[src/rtl/logic_unit_pipe.sv]
// Bitwise logic unit feeding a 2-entry in-order output buffer with valid/ready handshakes.
// Optional head-is-zero flag: define LOGIC_UNIT_ZERO_FLAG_EN to add the zero port.
module logic_unit_pipe #(
    parameter int WIDTH = 64
) (
    input  logic             clk,
    input  logic             rst,
    input  logic             in_valid,
    output logic             in_ready,
    input  logic [WIDTH-1:0] a,
    input  logic [WIDTH-1:0] b,
    input  logic [2:0]       op,
    output logic             out_valid,
    input  logic             out_ready,
    output logic [WIDTH-1:0] result,
    output logic [15:0]      op_count
`ifdef LOGIC_UNIT_ZERO_FLAG_EN
    ,
    output logic             zero
`endif
);

    function automatic logic [WIDTH-1:0] logic_op(input logic [2:0] sel,
                                                   input logic [WIDTH-1:0] x,
                                                   input logic [WIDTH-1:0] y);
        logic [WIDTH-1:0] r;
        case (sel)
            3'b000:  r = x & y;
            3'b001:  r = x | y;
            3'b010:  r = x ^ y;
            3'b011:  r = ~(x | y);
            3'b100:  r = ~(x & y);
            3'b101:  r = ~(x ^ y);
            3'b110:  r = x & ~y;
            default: r = x;
        endcase
        return r;
    endfunction

    logic [WIDTH-1:0] res_p0;
    logic [WIDTH-1:0] head_p1;
    logic [WIDTH-1:0] tail_p1;
    logic [1:0]       count_p1;
    logic             armed;
    logic             push;
    logic             pop;

    // Stage 0: combinational operation on the offered operands
    assign res_p0    = logic_op(op, a, b);

    // armed holds in_ready low until the first edge after reset release
    assign in_ready  = armed && (count_p1 != 2'd2);
    assign out_valid = (count_p1 != 2'd0);
    assign push      = in_valid && in_ready;
    assign pop       = out_valid && out_ready;

    always_ff @(posedge clk or posedge rst) begin
        if (rst) begin
            count_p1 <= 2'd0;
            armed    <= 1'b0;
            op_count <= 16'd0;
        end else begin
            armed    <= 1'b1;
            count_p1 <= count_p1 + {1'b0, push} - {1'b0, pop};
            if (push)
                op_count <= op_count + 16'd1;
        end
    end

    // Stage 1: output buffer, head is the oldest entry
    always_ff @(posedge clk) begin
        if (push && pop) begin
            if (count_p1 == 2'd1) begin
                head_p1 <= res_p0;
            end else begin
                head_p1 <= tail_p1;
                tail_p1 <= res_p0;
            end
        end else if (pop) begin
            head_p1 <= tail_p1;
        end else if (push) begin
            if (count_p1 == 2'd0)
                head_p1 <= res_p0;
            else
                tail_p1 <= res_p0;
        end
    end

    assign result = out_valid ? head_p1 : '0;

`ifdef LOGIC_UNIT_ZERO_FLAG_EN
    assign zero = out_valid && (head_p1 == '0);
`endif

endmodule

[config.mk]
export PLATFORM = sky130hd
export DESIGN_NAME = logic_unit_pipe
export DESIGN_NICKNAME = d
export VERILOG_FILES = /design/src/rtl/logic_unit_pipe.sv
export SDC_FILE = /design/constraint.sdc
export NUM_CORES = 1
export LEC_CHECK = 0
export BUFFER_PORTS_ARGS = -buffer_cell sky130_fd_sc_hd__buf_4
export CORE_MARGIN = 3
export CORE_UTILIZATION = 34
export DETAILED_ROUTE_END_ITERATION = 8
export PLACE_DENSITY = 0.5
export SYNTH_ARGS = -nofsm -noshare
export SYNTH_HDL_FRONTEND = slang
export SYNTH_SLANG_ARGS = --single-unit
export TNS_END_PERCENT = 100
[constraint.sdc]
create_clock -name clk -period 6.65 [get_ports clk]
set_clock_uncertainty 0.05 [all_clocks]
set_input_delay 0.665 -clock clk [delete_from_list [all_inputs] [get_ports clk]]
set_output_delay 0.665 -clock clk [all_outputs]
set_load 0.02 [all_outputs]
==> flow_summary.yaml, run 1 <==
outcome:
  status: "finished, final reports clean"
critical_path:
  cp-start-kind: "input pin"
  r2r-start: "count_p1[1]"
  crit_start: "op[1]"
  crit_required_ns: 6.90
  critPathKind: "in -> reg"
  arrival_ns: 3.66
  end_kind: "flip-flop"
  crit_fanout: 75
synthesis:
  synth.distinct_cells: 56
  synth_nets: 1602
  ys.flop_type: "edfxtp_1"
  yosysTopAreaCell: "edfxtp_1"
  synth-simple-area-share_pct: 10.4
  synth_top_family_by_area: "adder cells"
  yosysWarnings: 0
  synth_xor_xnor_area_share_pct: 5.10
  syn_area_mm2: 0.0132
  synth_edf_count: 128
  yosysSeqAreaShare_pct: 32.7
  avgSynthCellArea_um2: 10.4
  synth_fa_ha_area_share_pct: 18.5
  ys_async_sr_fraction_pct: 12.9
  muxShareOfSynthArea_pct: 14.0
  synthCells: 1271
  ys_ff_latch: 147
  yosys-top-cells-area: "edfxtp_1 (29%), ha_1 (19%), mux2_2 (9.1%)"
  synth_compound_area_share_pct: 11.2
  synth_top_area_share_pct: 29.1
clock_tree:
  cts_root_buffer: "clkbuf_16"
  clock-sinks: 147
  clockBufferDepth: 2
  post_cts_buffers: 0
  clk_pin_slew_ns: 0.07
  hold_buffers: 0
  cts_resized: 0
  cts_tree: "done"
  htree_levels: 4
  clk_latency_ns: 0.43
  cts_made_buffers: 17
global_routing:
  grt_pass1_vias: 10000
  grt_antenna_before_repair: 1
  grt_pass1_wl_um: 56300
  grt_max_degree: 126
  grt-ovfl-total: 0
  track_usage_pct: 17.2
sta:
  rsz0062_at_grt: "false"
  finalCriticalPeriod_ns: 3.41
  tns_ns: 0
  setup_viol: 0
  max_slew_margin_pct: 21.4
  report.final.slew_viol_count: 0
  fmax_mhz: 293
  hold_viol: 0
  worstMarginPinSlew_ns: 1.18
  post-route-period-util_pct: 51.2
place:
  hpwl_um: 23700
  port_buffers: 216
  finalWeightedCongestion: 0.747
floorplanning:
  fp.dieW_um: 203
  row_count: 71
  core_mm2: 0.0380
  pin_count: 217
  initial_core_util_pct: 34.8
  fp.dieArea_mm2: 0.0413
  die_h_um: 203
drt:
  routedWlPerCell_um: 18.6
  drc: 0
  viasPerCell: 5.04
  drt_iter0_markers: 357
  drtPass1Iterations: 5
  drtAntennaViolNets: 0
  num_vias: 9853
  drt_wl_total_um: 36400
cells_and_area:
  utilization_pct: 41.0
  nets: 1763
  areaGrowthSynthToFinish_pct: 18.0
  drive_gt1_share_pct: 26.8
  diodes: 0
flow_run:
  cap_viol_max_count: 0
worst_hold_path:
  hold_class: "in -> async"
pwr:
  powerDensity_mw_per_mm2: 268
  p_leak_nw: 7.17
  vdd_ir_drop_max_v: 0.000160
-- metrics by stage --
stage,instance area (um^2),setup WS [ns],std cells,hold WS [ns],power (mW)
global placement,15100,2.89,1924,0.415,3.28
finish,15600,3.24,1956,0.318,4.19
global route,15600,2.95,1956,0.369,4.44
CTS,15600,3.18,1956,0.351,4.26
detailed placement,15100,2.76,1924,0.417,3.30
floorplan,13200,1.81,1271,0.445,2.55
-- report_power, final --
part | internal [mW] | switching, mW | total [mW]
Sequential | 1.32 | 0.0783 | 1.40
Clock | 0.491 | 0.447 | 0.937
Combinational | 0.768 | 1.08 | 1.85
-- placed cells by master, fill, tap and decap left out, types with 14 or more instances in the layout --
| cell | n |
|---|---|
| o22ai_1 | 22 |
| clkbuf_16 | 17 |
| ha_1 | 196 |
| o221ai_1 | 38 |
| a31oi_1 | 14 |
| mux2_2 | 107 |
| nand2b_1 | 29 |
| dfrtp_1 | 19 |
| and2_1 | 71 |
| inv_1 | 131 |
| buf_4 | 221 |
| a22oi_1 | 39 |
| nand2_1 | 38 |
| xor2_1 | 59 |
| nor2_1 | 79 |
| edfxtp_1 | 128 |
| mux2i_1 | 65 |
| xnor2_1 | 18 |
| a21oi_1 | 39 |
-- logic make-up after synthesis --
family / after synthesis
AND/OR/NAND/NOR: 261
buffers and inverters: 214
AO/OA/AOI/OAI: 203
adder cells (fa/ha/maj): 196
multiplexers: 172
flip-flops: 147
XOR/XNOR: 77
other: 1
-- synth_stat cells, types with 14 or more instances --
library cell and n:
a22oi_1 39, xnor2_1 18, nor2_1 80, and2_1 71, clkbuf_1 19, buf_2 28
inv_1 131, ha_1 196, xor2_1 59, mux2_2 107, dfrtp_1 19, o221ai_1 38
mux2i_1 65, nand2_1 38, nand2b_1 31, a21oi_1 39, a31oi_1 14, o22ai_1 23
buf_6 20, edfxtp_1 128
-- state kept, by name, summed over array words and instances (netlist names) --
name and cells:
head_p1 64, tail_p1 64, op_count 16, count_p1 2, armed 1
-- per-layer routing --
layer	track usage (%)	vias up	wire length (um)
met5	0	-	13
met4	4.30	2	517
met3	2.47	29	1590
met2	28.7	208	17300
met1	23.6	4834	16900
li1	-	4780	-
-- critical path, cell delays in order --
cell     delay [ns]
buf_4          0.74
buf_4          0.63
nor2b_4        0.94
a22oi_1        0.21
a21oi_1        0.23
mux2_2         0.18
-- path summary, 6_finish.rpt --
| kind | slack, ns | depth (start not counted) | to |
|---|---|---|---|
| min in group clk | 0.42 | 1 | op_count[15] |
| max in group asynchronous | 5.75 | 2 | count_p1[1] |
| min | 0.32 | 2 | op_count[12] |
| min reg2reg | 0.42 | 1 | op_count[15] |
| max | 3.24 | 6 | head_p1[12] |
| max reg2reg | 3.28 | 7 | tail_p1[15] |
-- final cells by class --
cell class                 instances  area [um^2]
inverter                         132          495
clock buffer                      18          429
multi-input combinational        910         7900
fill                            3802        22400
timing repair buffer             224         1710
sequential                       147         4320
clock inverter                    14          115
tap                              511          639
(Power assumes the default switching activity.)
==> run 2, diff against run 1 <==
--- a/config.mk
+++ b/config.mk
@@ -5,11 +5,12 @@
 export SDC_FILE = /design/constraint.sdc
 export NUM_CORES = 1
 export LEC_CHECK = 0
+export ABC_AREA = 1
 export BUFFER_PORTS_ARGS = -buffer_cell sky130_fd_sc_hd__buf_4
 export CORE_MARGIN = 3
 export CORE_UTILIZATION = 34
 export DETAILED_ROUTE_END_ITERATION = 8
-export PLACE_DENSITY = 0.5
+export PLACE_DENSITY = 0.49
 export SYNTH_ARGS = -nofsm -noshare
 export SYNTH_HDL_FRONTEND = slang
 export SYNTH_SLANG_ARGS = --single-unit
==> constraint.sdc (replaced) <==
create_clock -name clk -period 3.47 [get_ports clk]
set_clock_uncertainty 0.05 [all_clocks]
set_input_delay 0.347 -clock clk [delete_from_list [all_inputs] [get_ports clk]]
set_output_delay 0.347 -clock clk [all_outputs]
set_load 0.02 [all_outputs]
==> flow_summary.yaml, run 2 <==
sta:
  rsz0062_at_grt: "false"
  setup_viol: 0
  report.final.slew_viol_count: 0
  fmax_mhz: 356
  worstMarginPinSlew_ns: 1.02
  tns_ns: 0
  hold_viol: 0
  finalCriticalPeriod_ns: 2.81
  final.setup.worst_slack_ns: 0.665
  post-route-period-util_pct: 80.8
  max_slew_margin_pct: 32.1
cells_and_area:
  areaGrowthSynthToFinish_pct: 17.5
  final_cell_mix: "nand2_1 (608), inv_1 (358), nand3_1 (261)"
  nFillCells: 4486
  reg_top3: "head_p1 x64, tail_p1 x64, op_count x16"
  nets: 2683
  drive_gt1_share_pct: 12.1
  layout_commonest_cell: "nand2_1"
  final_area_mm2: 0.0179
drt:
  routedWlPerCell_um: 16.4
  drt_wl_total_um: 48500
  drt_iter0_markers: 977
  drc: 0
  num_vias: 14600
  drtPass1Iterations: 4
  viasPerCell: 4.94
  drtAntennaViolNets: 0
floorplanning:
  pin_count: 217
  fp.dieW_um: 217
  row_count: 76
  initial_core_util_pct: 34.8
  fp.dieArea_mm2: 0.0473
  die_h_um: 217
  core_mm2: 0.0436
global_routing:
  grt_max_degree: 111
  grt_pass1_wl_um: 75400
  grt_antenna_before_repair: 2
  grt_pass1_vias: 13700
  grt-ovfl-total: 0
  track_usage_pct: 20.1
synthesis:
  yosysMostFrequentCell: "nand2_1"
  yosysTopAreaCell: "edfxtp_1"
  yosysSeqAreaShare_pct: 28.4
  ys.flop_type: "edfxtp_1"
  synth_edf_count: 128
  yosys-top-cells-area: "edfxtp_1 (25%), ha_1 (16%), nand2_1 (15%)"
  synth.distinct_cells: 27
  synth_top_area_share_pct: 25.3
  ys_ff_latch: 147
  syn_area_mm2: 0.0152
  synthCells: 2232
  ys_top_cells_by_count: "nand2_1 (608), inv_1 (359), nand3_1 (261), nor2_1 (214), ha_1 (196)"
  synth_nets: 2563
  avgSynthCellArea_um2: 6.81
  yosysWarnings: 0
  ys_async_sr_fraction_pct: 12.9
critical_path:
  crit_start: "count_p1[1]"
  r2r-end: "head_p1[23]"
  ff2ff_path_depth: 10
  cp-start-kind: "flip-flop"
  end_kind: "flip-flop"
  critPathCapture: "head_p1[23]"
  crit_fanout: 64
  critPathKind: "reg -> reg"
  arrival_ns: 2.93
  r2r-start: "count_p1[1]"
  crit_required_ns: 3.60
  r2r_slack_ns: 0.66
clock_tree:
  htree_levels: 4
  clk_pin_slew_ns: 0.07
  clk_latency_ns: 0.42
  cts_root_buffer: "clkbuf_16"
  cts_resized: 0
  cts_made_buffers: 17
  cts_tree: "done"
  hold_buffers: 0
  clock-sinks: 147
  post_cts_buffers: 0
  clockBufferDepth: 2
pwr:
  power.total_mw: 8.51
  p_leak_nw: 9.80
  powerDensity_mw_per_mm2: 477
  vdd_ir_drop_max_v: 0.000306
place:
  hpwl_um: 30400
  port_buffers: 216
  placed_area_mm2: 0.0173
  finalWeightedCongestion: 0.765
  dp_slack_ns: 0.633
flow_run:
  cap_viol_max_count: 0
outcome:
  status: "finished, final reports clean"
worst_hold_path:
  hold_class: "in -> async"
[run 2: metrics by stage]
stage / utilization [%] / std cells / hold WS [ns]
finish: 40.9 / 2952 / 0.00767
global route: 40.9 / 2951 / 0.0596
CTS: 40.9 / 2950 / 0.0203
detailed placement: 39.6 / 2918 / 0.448
global placement: 39.6 / 2918 / 0.441
floorplan: - / 2232 / 0.248
[run 2: report_power, final]
part	internal (mW)	switching, mW	leakage (nW)
Combinational	1.30	2.56	8.04
Sequential	2.56	0.175	1.47
Clock	1.15	0.770	0.284
[run 2: worst min path at each step]
| stage | from | to | cells past startpoint |
|---|---|---|---|
| floorplan | rst | armed | 1 |
| global placement | count_p1[0] | count_p1[0] | 1 |
| detailed placement | count_p1[0] | count_p1[0] | 1 |
| CTS | rst | armed | 2 |
| global route | rst | armed | 2 |
| finish | rst | armed | 2 |
[run 2: kinds of logic after synthesis]
logic type      synth area share [%]
xor+xnor                       0.691
simple gates                    37.5
compound gates                  3.88
flops                           28.4
fa+ha+maj                       16.1
other cells                   0.0247
buf+inv                         13.4
[run 2: routing by layer]
metal / track usage [%] / share of wire, % / vias to the layer above
li1: - / - / 7383
met1: 27.4 / 47 / 6777
met2: 33.6 / 47 / 364
met3: 2.61 / 4.0 / 63
met4: 5.48 / 2.2 / 0
met5: 0 / 0 / -
[run 2: critical path, cell delays in order, from the launching register on]
cell	delay, ns
dfrtp_1	0.39
a21boi_0	0.27
nand2_1	0.11
inv_1	0.30
ha_1	0.30
o21ai_0	0.20
o21ai_4	0.35
inv_2	0.10
buf_12	0.26
nand3_1	0.14
nand2_1	0.05
[run 2: final cells by class]
cell class                      count  area, um^2  share of cell area [%]
Multi-Input combinational cell   1578        8900                    49.8
Sequential cell                   147        4320                    24.2
Timing Repair Buffer              243        1940                    10.9
Inverter                          365        1380                    7.71
Tap cell                          585         732                    4.10
Clock buffer                       21         450                    2.52
Clock inverter                     11         138                   0.771
Antenna cell                        2        5.00                  0.0280
==> run 3, diff against run 2 <==
==> constraint.sdc (replaced) <==
create_clock -name clk -period 2.6 [get_ports clk]
set_clock_uncertainty 0.05 [all_clocks]
set_input_delay 0.26 -clock clk [delete_from_list [all_inputs] [get_ports clk]]
set_output_delay 0.26 -clock clk [all_outputs]
set_load 0.02 [all_outputs]
==> flow_summary.yaml, run 3 (same netlist as run 2, synthesis figures left out) <==
outcome:
  status: "finished, final reports clean"
drt:
  drc: 0
  drtPass1Iterations: 5
  drt_wl_total_um: 48700
  drt_iter0_markers: 868
  drtAntennaViolNets: 0
  routedWlPerCell_um: 16.5
  num_vias: 14600
  viasPerCell: 4.94
sta:
  post-route-period-util_pct: 92.5
  max_slew_margin_pct: 38.5
  finalCriticalPeriod_ns: 2.41
  report.final.slew_viol_count: 0
  setup_viol: 0
  rsz0062_at_grt: "false"
  fmax_mhz: 416
  hold_viol: 0
  hold_slack_ns: 0.208
  worstMarginPinSlew_ns: 0.923
critical_path:
  crit_required_ns: 2.29
  end_kind: "output pin"
  crit_fanout: 30
  crit_start: "count_p1[1]"
  path_cells: "inv_1 > nand2_2 > inv_2 > buf_4 > nor2_1 > buf_4"
  cpMostUsedCell: "buf_4"
  cp-start-kind: "flip-flop"
  arrival_ns: 2.10
  slowest_delay_ns: 0.43
  slowest_stage: "dfrtp_1"
  ff2ff_path_depth: 11
  r2r-end: "head_p1[42]"
  r2r-start: "count_p1[1]"
  critPathKind: "reg -> out"
  critPathCapture: "result[30]"
  r2r_slack_ns: 0.25
clock_tree:
  htree_levels: 4
  cts_tree: "done"
  clock-sinks: 147
  cts_root_buffer: "clkbuf_16"
  clockBufferDepth: 2
  post_cts_buffers: 0
  clk_latency_ns: 0.44
  clk_pin_slew_ns: 0.07
  cts_resized: 0
  cts_made_buffers: 17
cells_and_area:
  final_area_mm2: 0.0180
  layout_commonest_cell: "nand2_1"
  diodes: 0
  final_cell_mix: "nand2_1 (606), inv_1 (356), nand3_1 (261)"
  reg_top3: "head_p1 x64, tail_p1 x64, op_count x16"
  drive_gt1_share_pct: 12.7
  areaGrowthSynthToFinish_pct: 18.6
  nets: 2693
global_routing:
  grt_pass1_vias: 14300
  grt_pass1_wl_um: 77300
  track_usage_pct: 20.6
  grt_antenna_before_repair: 1
  grt_max_degree: 129
  grt-ovfl-total: 0
pwr:
  power.total_mw: 11.5
  vdd_ir_drop_max_v: 0.000431
  powerDensity_mw_per_mm2: 635
  p_leak_nw: 9.89
place:
  placed_area_mm2: 0.0174
  hpwl_um: 31300
  finalWeightedCongestion: 0.775
  port_buffers: 216
floorplanning:
  die_h_um: 217
  core_mm2: 0.0436
  pin_count: 217
  initial_core_util_pct: 34.8
  fp.dieArea_mm2: 0.0473
  row_count: 76
  fp.dieW_um: 217
worst_hold_path:
  worstHoldStart: "a[9]"
  hold_class: "in -> reg"
flow_run:
  cap_viol_max_count: 0
run 3: power breakdown:
| group | switching (mW) | internal [mW] | leakage, nW |
|---|---|---|---|
| clock | 1.03 | 1.54 | 0.303 |
| sequential | 0.229 | 3.42 | 1.47 |
| combinational | 3.46 | 1.78 | 8.12 |
| total | 4.72 | 6.74 | 9.89 |
run 3: worst min-delay path by stage:
stage                   to  slack [ns]  cells past startpoint
4_1_cts         head_p1[9]        0.18                      5
2_1_floorplan        armed        0.16                      1
5_1_grt        head_p1[44]        0.21                      5
6_report        head_p1[9]        0.21                      5
3_5_place_dp   op_count[7]        0.42                      2
3_3_place_gp   op_count[7]        0.41                      2
run 3: timing repair:
item | 4_1_cts | 5_1_grt
hold buffers | 1 | 0
hold endpoints to repair | 19 | 0
endpoints found under the setup margin | 0 | 0
run 3: critical path, delay by kind of cell (launching register included):
family,cells,cell delay (ns)
buf+inv,4,0.95
flops,1,0.43
simple gates,2,0.23
run 3: final cells by class:
| class | count | area [um^2] |
|---|---|---|
| sequential | 147 | 4320 |
| multi-input combinational | 1578 | 8930 |
| timing repair buffer | 253 | 2070 |
| tap | 585 | 732 |
| fill | 4563 | 25600 |
| clock inverter | 7 | 65.1 |
| clock buffer | 25 | 539 |
| inverter | 365 | 1380 |
run 3: metrics by stage:
| step | cells | setup WS (ns) | utilization [%] | TNS [ns] |
|---|---|---|---|---|
| floorplan | 2232 | -0.130 | - | -10.75 |
| global placement | 2927 | 0.308 | 39.9 | 0 |
| detailed placement | 2927 | 0.253 | 39.9 | 0 |
| CTS | 2960 | 0.110 | 41.3 | 0 |
| global route | 2960 | 0.0596 | 41.3 | 0 |
| finish | 2960 | 0.194 | 41.3 | 0 |
run 3: metal layers:
metal  track usage [%]  up-vias  share of wire (%)
met5                 0        -              0.027
met4              6.44        2                1.9
met3              2.70       59                4.5
met2              34.7      366                 47
met1              27.5     6791                 47
li1                  -     7400                  -
